===== config.mk =====
export PLATFORM = sky130hd
export DESIGN_NAME = wb_copy_master_flat
export DESIGN_NICKNAME = d
export VERILOG_FILES = /design/src/rtl/wb_copy_master_pkg.sv /design/src/rtl/wb_copy_master_if.sv /design/src/rtl/wb_copy_master_watchdog.sv /design/src/rtl/wb_copy_master.sv /design/src/flat_wrapper.sv
export SDC_FILE = /design/constraint.sdc
export NUM_CORES = 1
export LEC_CHECK = 0
export ABC_AREA = 1
export CORE_ASPECT_RATIO = 0.7
export CORE_MARGIN = 5
export CORE_UTILIZATION = 54
export CTS_CLUSTER_DIAMETER = 120
export DETAILED_ROUTE_END_ITERATION = 7
export PLACE_DENSITY = 0.88
export SYNTH_ARGS = -nofsm -noshare
export SYNTH_HDL_FRONTEND = slang
export SYNTH_HIERARCHICAL = 1
export SYNTH_SLANG_ARGS = --single-unit

===== constraint.sdc =====
create_clock -name wb_clk_i -period 14.8 [get_ports wb_clk_i]
set_clock_uncertainty 0.2 [all_clocks]
set_input_delay 3.7 -clock wb_clk_i [delete_from_list [all_inputs] [get_ports wb_clk_i]]
set_output_delay 3.7 -clock wb_clk_i [all_outputs]
set_load 0.01 [all_outputs]

===== src/rtl/wb_copy_master_pkg.sv =====
`default_nettype none
// ============================================================================
// Module      : wb_copy_master_pkg
// Description : Shared state encoding and helpers for the Wishbone copy master.
// Revision    : 1.0 - initial release
// ============================================================================
package wb_copy_master_pkg;

    typedef enum logic [2:0] {
        WCM_IDLE = 3'd0,
        WCM_RD   = 3'd1,
        WCM_WGAP = 3'd2,
        WCM_WR   = 3'd3,
        WCM_RGAP = 3'd4,
        WCM_FIN  = 3'd5
    } wcm_state_t;

    localparam logic [3:0]  c_sel_all   = 4'b1111;
    localparam logic [31:0] c_word_step = 32'd4;

    function automatic logic [31:0] word_align(input logic [31:0] addr);
        return {addr[31:2], 2'b00};
    endfunction

endpackage
`default_nettype wire


===== src/rtl/wb_copy_master_if.sv =====
`default_nettype none
// ============================================================================
// Module      : wb_copy_master_if
// Description : Wishbone classic bus bundle between the copy master and slave.
// Revision    : 1.0 - initial release
// ============================================================================
interface wb_copy_master_if;
    logic [31:0] wb_adr_o;
    logic [31:0] wb_dat_o;
    logic [31:0] wb_dat_i;
    logic [3:0]  wb_sel_o;
    logic        wb_we_o;
    logic        wb_cyc_o;
    logic        wb_stb_o;
    logic        wb_ack_i;
    logic        wb_err_i;

    modport master (
        output wb_adr_o, wb_dat_o, wb_sel_o, wb_we_o, wb_cyc_o, wb_stb_o,
        input  wb_dat_i, wb_ack_i, wb_err_i
    );

    modport slave (
        input  wb_adr_o, wb_dat_o, wb_sel_o, wb_we_o, wb_cyc_o, wb_stb_o,
        output wb_dat_i, wb_ack_i, wb_err_i
    );
endinterface
`default_nettype wire


===== src/rtl/wb_copy_master_watchdog.sv =====
`default_nettype none
// ============================================================================
// Module      : wb_watchdog
// Description : Per-phase ack watchdog; expires on the TIMEOUT-th enabled cycle.
// Revision    : 1.0 - initial release
// ============================================================================
module wb_watchdog #(
    parameter int TIMEOUT = 255
) (
    input  wire logic clk,
    input  wire logic rst,
    input  wire logic clr,
    input  wire logic en,
    output logic      expired
);

    generate
        if (TIMEOUT == 0) begin : g_bypass
            logic w_unused_ok;
            assign w_unused_ok = &{1'b0, clk, rst, clr, en};
            assign expired     = 1'b0;
        end else begin : g_count
            localparam int c_cnt_w = $clog2(TIMEOUT + 1);
            logic [c_cnt_w-1:0] r_cnt;

            always_ff @(posedge clk or posedge rst) begin
                if (rst) begin
                    r_cnt <= '0;
                end else if (clr) begin
                    r_cnt <= '0;
                end else if (en) begin
                    r_cnt <= r_cnt + 1'b1;
                end
            end

            // r_cnt holds the number of earlier strobe cycles, so this flags the TIMEOUT-th one
            assign expired = en && (r_cnt == c_cnt_w'(TIMEOUT - 1));
        end
    endgenerate

endmodule
`default_nettype wire


===== src/rtl/wb_copy_master.sv =====
`default_nettype none
// ============================================================================
// Module      : wb_copy_master
// Description : Wishbone classic master copying a block of words, one read then one write.
// Revision    : 1.0 - initial release
// ============================================================================
module wb_copy_master
    import wb_copy_master_pkg::*;
#(
    parameter int LEN_W   = 12,
    parameter int TIMEOUT = 255
) (
    input  wire logic             wb_clk_i,
    input  wire logic             wb_rst_i,
    input  wire logic             start_i,
    input  wire logic [31:0]      src_i,
    input  wire logic [31:0]      dst_i,
    input  wire logic [LEN_W-1:0] len_i,
    output logic                  busy_o,
    output logic                  done_o,
    output logic                  err_o,
    output logic [LEN_W-1:0]      count_o,
    wb_copy_master_if.master      bus
);

    wcm_state_t       r_state;
    wcm_state_t       w_next;
    logic [31:0]      r_src;
    logic [31:0]      r_dst;
    logic [31:0]      r_adr;
    logic [31:0]      r_buf;
    logic [LEN_W-1:0] r_rem;
    logic [LEN_W-1:0] r_count;
    logic             r_err;
    logic             w_phase;
    logic             w_expired;
    logic             w_abort;
    logic             w_ack;

    assign w_phase = (r_state == WCM_RD) || (r_state == WCM_WR);
    assign w_abort = w_phase && (bus.wb_err_i || w_expired);
    assign w_ack   = w_phase && bus.wb_ack_i;

    wb_watchdog #(.TIMEOUT(TIMEOUT)) u_watchdog (
        .clk     (wb_clk_i),
        .rst     (wb_rst_i),
        .clr     (!w_phase),
        .en      (w_phase),
        .expired (w_expired)
    );

    always_ff @(posedge wb_clk_i or posedge wb_rst_i) begin
        if (wb_rst_i) begin
            r_state <= WCM_IDLE;
        end else begin
            r_state <= w_next;
        end
    end

    always_comb begin
        w_next = r_state;
        case (r_state)
            WCM_IDLE: if (start_i) w_next = (len_i == '0) ? WCM_FIN : WCM_RD;
            WCM_RD: begin
                if (w_abort)    w_next = WCM_FIN;
                else if (w_ack) w_next = WCM_WGAP;
            end
            WCM_WGAP: w_next = WCM_WR;
            WCM_WR: begin
                if (w_abort)    w_next = WCM_FIN;
                else if (w_ack) w_next = (r_rem == LEN_W'(1)) ? WCM_FIN : WCM_RGAP;
            end
            WCM_RGAP: w_next = WCM_RD;
            WCM_FIN:  w_next = WCM_IDLE;
            default:  w_next = WCM_IDLE;
        endcase
    end

    // Address is loaded on phase entry so it holds steady through gaps and idle
    always_ff @(posedge wb_clk_i or posedge wb_rst_i) begin
        if (wb_rst_i) begin
            r_src   <= '0;
            r_dst   <= '0;
            r_adr   <= '0;
            r_buf   <= '0;
            r_rem   <= '0;
            r_count <= '0;
            r_err   <= 1'b0;
        end else begin
            case (r_state)
                WCM_IDLE: begin
                    if (start_i) begin
                        r_err   <= 1'b0;
                        r_count <= '0;
                        if (len_i != '0) begin
                            r_src <= word_align(src_i);
                            r_dst <= word_align(dst_i);
                            r_adr <= word_align(src_i);
                            r_rem <= len_i;
                        end
                    end
                end
                WCM_RD: begin
                    if (w_abort) begin
                        r_err <= 1'b1;
                    end else if (w_ack) begin
                        r_buf <= bus.wb_dat_i;
                        r_src <= r_src + c_word_step;
                    end
                end
                WCM_WGAP: r_adr <= r_dst;
                WCM_WR: begin
                    if (w_abort) begin
                        r_err <= 1'b1;
                    end else if (w_ack) begin
                        r_dst   <= r_dst + c_word_step;
                        r_count <= r_count + 1'b1;
                        r_rem   <= r_rem - 1'b1;
                    end
                end
                WCM_RGAP: r_adr <= r_src;
                default: ;
            endcase
        end
    end

    assign bus.wb_cyc_o = w_phase;
    assign bus.wb_stb_o = w_phase;
    assign bus.wb_we_o  = (r_state == WCM_WR);
    assign bus.wb_adr_o = r_adr;
    assign bus.wb_dat_o = r_buf;
    assign bus.wb_sel_o = c_sel_all;

    assign busy_o  = (r_state != WCM_IDLE) && (r_state != WCM_FIN);
    assign done_o  = (r_state == WCM_FIN);
    assign err_o   = r_err;
    assign count_o = r_count;

endmodule
`default_nettype wire


===== src/flat_wrapper.sv =====
// flat-port wrapper written by rule: the top's interface ports become plain ports
module wb_copy_master_flat import wb_copy_master_pkg::*;
#(
    parameter int LEN_W   = 12,
    parameter int TIMEOUT = 255
)
  (wb_clk_i, wb_rst_i, start_i, src_i, dst_i, len_i, busy_o, done_o, err_o, count_o, bus_wb_adr_o, bus_wb_dat_o, bus_wb_sel_o, bus_wb_we_o, bus_wb_cyc_o, bus_wb_stb_o, bus_wb_dat_i, bus_wb_ack_i, bus_wb_err_i);
  wb_copy_master_if bus_i ();
  input  wire logic wb_clk_i;
  input  wire logic wb_rst_i;
  input  wire logic start_i;
  input  wire logic [31:0] src_i;
  input  wire logic [31:0] dst_i;
  input  wire logic [LEN_W-1:0] len_i;
  output logic busy_o;
  output logic done_o;
  output logic err_o;
  output logic [LEN_W-1:0] count_o;
  output wire logic [$bits(bus_i.wb_adr_o)-1:0] bus_wb_adr_o;
  output wire logic [$bits(bus_i.wb_dat_o)-1:0] bus_wb_dat_o;
  output wire logic [$bits(bus_i.wb_sel_o)-1:0] bus_wb_sel_o;
  output wire logic [$bits(bus_i.wb_we_o)-1:0] bus_wb_we_o;
  output wire logic [$bits(bus_i.wb_cyc_o)-1:0] bus_wb_cyc_o;
  output wire logic [$bits(bus_i.wb_stb_o)-1:0] bus_wb_stb_o;
  input wire logic [$bits(bus_i.wb_dat_i)-1:0] bus_wb_dat_i;
  input wire logic [$bits(bus_i.wb_ack_i)-1:0] bus_wb_ack_i;
  input wire logic [$bits(bus_i.wb_err_i)-1:0] bus_wb_err_i;
  assign bus_wb_adr_o = bus_i.wb_adr_o;
  assign bus_wb_dat_o = bus_i.wb_dat_o;
  assign bus_wb_sel_o = bus_i.wb_sel_o;
  assign bus_wb_we_o = bus_i.wb_we_o;
  assign bus_wb_cyc_o = bus_i.wb_cyc_o;
  assign bus_wb_stb_o = bus_i.wb_stb_o;
  assign bus_i.wb_dat_i = bus_wb_dat_i;
  assign bus_i.wb_ack_i = bus_wb_ack_i;
  assign bus_i.wb_err_i = bus_wb_err_i;
  wb_copy_master #(.LEN_W(LEN_W), .TIMEOUT(TIMEOUT)) u_core (.wb_clk_i(wb_clk_i), .wb_rst_i(wb_rst_i), .start_i(start_i), .src_i(src_i), .dst_i(dst_i), .len_i(len_i), .busy_o(busy_o), .done_o(done_o), .err_o(err_o), .count_o(count_o), .bus(bus_i));
endmodule

==> flow_summary.ini <==
[run_status]
status = finished clean

[grt]
gr-total-overflow = 0
grt_antenna_before_repair = 0
grt_first_pass_wirelength_um = 50460
grt_max_degree = 86
grt_usage_pct = 28.33
grt_pass1_vias = 10160

[cts]
cts_sinks = 159
cts_buffers = 17
clk_pin_slew_worst_paths_ns = 0.07
post_cts_buffers = 0
cts.repair.resized = 0
cts_tree = built
clkLatencyLatePin_ns = 0.43
holdBufCountCts = 0
htreeDepth = 4
cts_root_buffer = clkbuf_16
cts.path.max_buffers = 2

[power]
power.switching_mw = 1.205
vdd_drop_max_mv = 0.1378
p_clk_share_pct = 17.1
swShare_pct = 46.55
p_leak_nw = 5.878
power_frac_seq_pct = 31.6
internal-power_mw = 1.383
cellPowerDensity_nw_per_um2 = 205.1
power_frac_comb_pct = 51.3

[logic_synthesis]
synth_adder_area_share_pct = 0.8659
syn_area_per_cell_um2 = 6.676
synth_compound_area_share_pct = 8.325
muxShareOfSynthArea_pct = 3.563
synthXorXnorAreaFrac_pct = 0.08659
syn_inst = 1515
ys_types = 37
synth_top_family_by_area = simple AND/OR/NAND/NOR gates
yosysSeqAreaShare_pct = 39.34
syn_area_um2 = 10110
ys_ff_latch = 159
synth-simple-area-share_pct = 38.04
ys_warn_count = 6

[layout]
synthToLayoutAreaGrowth_pct = 24.73
fin_util_pct = 69.28
final_nets = 1795
final_cell_mix = nand2_1 (507), nor2_1 (253), clkdlybuf4s50_1 (190), inv_1 (172), dfrtp_1 (159)
design_area_um2 = 12620
final_cells = 1924
insertedDiodeCount = 0
register_area_um2 = 3979
multi_input_area_um2 = 5166
final_common_cell = nand2_1
n_fill_cell = 1482
drive_gt1_share_pct = 5.983

[min_path]
hp-class = reg -> reg

[sta]
setup_violations = 0
fin_hold_ws_ns = 0.2899
tightest_slew_ns = 1.233
maxSlewViolCount = 0
fmax_mhz = 137.2
hold_viol = 0
rsz0062_at_grt = no
fin_crit_sh_pct = 49.24
post-route-min-period_ns = 7.288
maxSlewHeadroom_pct = 17.62
tns_ns = 0

[critical_path]
cp.required_ns = 10.90
crit_type = reg -> out
cp_top_family = simple AND/OR/NAND/NOR gates
end_kind = output port
cpPeakStageDelay_ns = 0.76
cp.arrival_ns = 3.39
path_max_fanout = 40
cpMaxStageDelayCell = nor2_4
cp_num_buf_inv = 3
worstPathCellList = inv_1 > nand2_2 > nor2_4 > inv_2 > nand2_1 > clkdlybuf4s50_1
start_kind = flop

[place]
hpwlAfterDp_um = 22300
dp_cells = 1892
placed_cell_area_um2 = 12030
gp_congestion = 0.9323
portBuffers = 190

[routing]
drc_errors = 0
wl_per_cell_um = 15.94
drtPass1Iterations = 6
ant_nets = 0
vias = 10520
vias_per_cell = 5.467
wl_um = 30680
drt_iter0_drc = 1152

[run]
cap_violations = 0

[die]
start_util_pct = 55.54
core_area_um2 = 18210
num_rows = 41
ios = 199
die_x_um = 173.6
die-area_um2 = 21610
die_h_um = 124.5
[through the flow]
step,power (mW),worst slack (ns)
2_1_floorplan,1.676,6.835
3_3_place_gp,2.063,7.477
3_5_place_dp,2.112,7.327
4_1_cts,2.567,7.567
5_1_grt,2.782,7.345
6_report,2.588,7.512
[registers in the layout, indices dropped and copies added, names as in the netlist]
signal                           count
u_core/r_dst                        30
u_core/r_rem                        12
u_core/r_src                        30
u_core/bus.wb_dat_o                 32
u_core/count_o                      12
u_core/u_watchdog/g_count.r_cnt      8
u_core/bus.wb_adr_o                 31
u_core/r_state                       3
u_core/err_o                         1
[path summary, 6_finish.rpt]
check                      slack [ns]                          startpoint  cells after the start                                              to
min in group asynchronous        3.44                            wb_rst_i                      2  u_core/u_watchdog/g_count.r_cnt[1]$_DFFE_PP0P_
max in group asynchronous        9.45                            wb_rst_i                      3                    u_core/r_src[20]$_DFFE_PP0P_
hold / removal                   0.29  u_core/bus.wb_adr_o[5]$_DFFE_PP0P_                      2              u_core/bus.wb_adr_o[5]$_DFFE_PP0P_
setup / recovery                 7.51       u_core/r_state[1]$_DFFE_PP0P_                      6                                    bus_wb_stb_o
setup reg to reg                 9.27       u_core/r_state[1]$_DFFE_PP0P_                     16                     u_core/r_src[8]$_DFFE_PP0P_
hold reg to reg                  0.29  u_core/bus.wb_adr_o[5]$_DFFE_PP0P_                      2              u_core/bus.wb_adr_o[5]$_DFFE_PP0P_
[final cells by class]
class | count | area share, %
Clock buffer | 18 | 3.481
Clock inverter | 14 | 1.160
Inverter | 176 | 5.276
Multi-Input combinational cell | 1128 | 40.95
Sequential cell | 159 | 31.54
Tap cell | 236 | 2.341
Timing Repair Buffer | 193 | 15.25
[Yosys cell counts, drive strengths merged]
master	number	share of area (%)
inv	176	6.5
o31ai	1	0.074
buf	43	2.8
o21a	1	0.074
mux2	32	3.6
nand3b	6	0.57
a31oi	3	0.19
ha	7	0.87
a31o	1	0.087
a21oi	9	0.45
conb	1	0.037
nor2	263	10
dfrtp	159	39
o211ai	6	0.45
clkbuf	12	0.45
xnor2	1	0.087
nand4	12	0.74
o21ai	104	5.1
o21bai	1	0.074
and2	1	0.062
nor4	1	0.062
or2	5	0.31
nand3	122	6.4
nor3	4	0.20
nand2	515	19
o22ai	29	1.8
[routing by layer]
layer	up-vias	routed length [um]	track usage, %
li1	5073	-	-
met1	4820	13060	38.81
met2	564	13560	43.88
met3	61	3407	8.313
met4	0	651	8.283
met5	-	0	0
[tightest hold or removal path: stages, from the launching register on]
cell,delay (ns)
dfrtp_1,0.34
nand2_1,0.05
o21ai_1,0.06
[power groups by stage]
stage | combinational [mW] | clock (mW) | sequential [mW]
finish | 1.33 | 0.444 | 0.817
global route | 1.47 | 0.468 | 0.844
detailed placement | 1.30 | 0 | 0.813
floorplan | 0.860 | 0 | 0.815
CTS | 1.31 | 0.448 | 0.810
global placement | 1.26 | 0 | 0.803
[kinds of logic (layout without fill, tap and decap cells)]
kind of cell / count (synthesis) / in the layout
and+or+nand+nor: 929 / 929
buffers and inverters: 231 / 401
DFF: 159 / 159
AOI/OAI and AO/OA: 155 / 155
muxes: 32 / 32
adders and majority gates: 7 / 7
other: 1 / 4
xor gates and xnor gates: 1 / 1
Note: power is estimated with default switching activity, not from simulation.
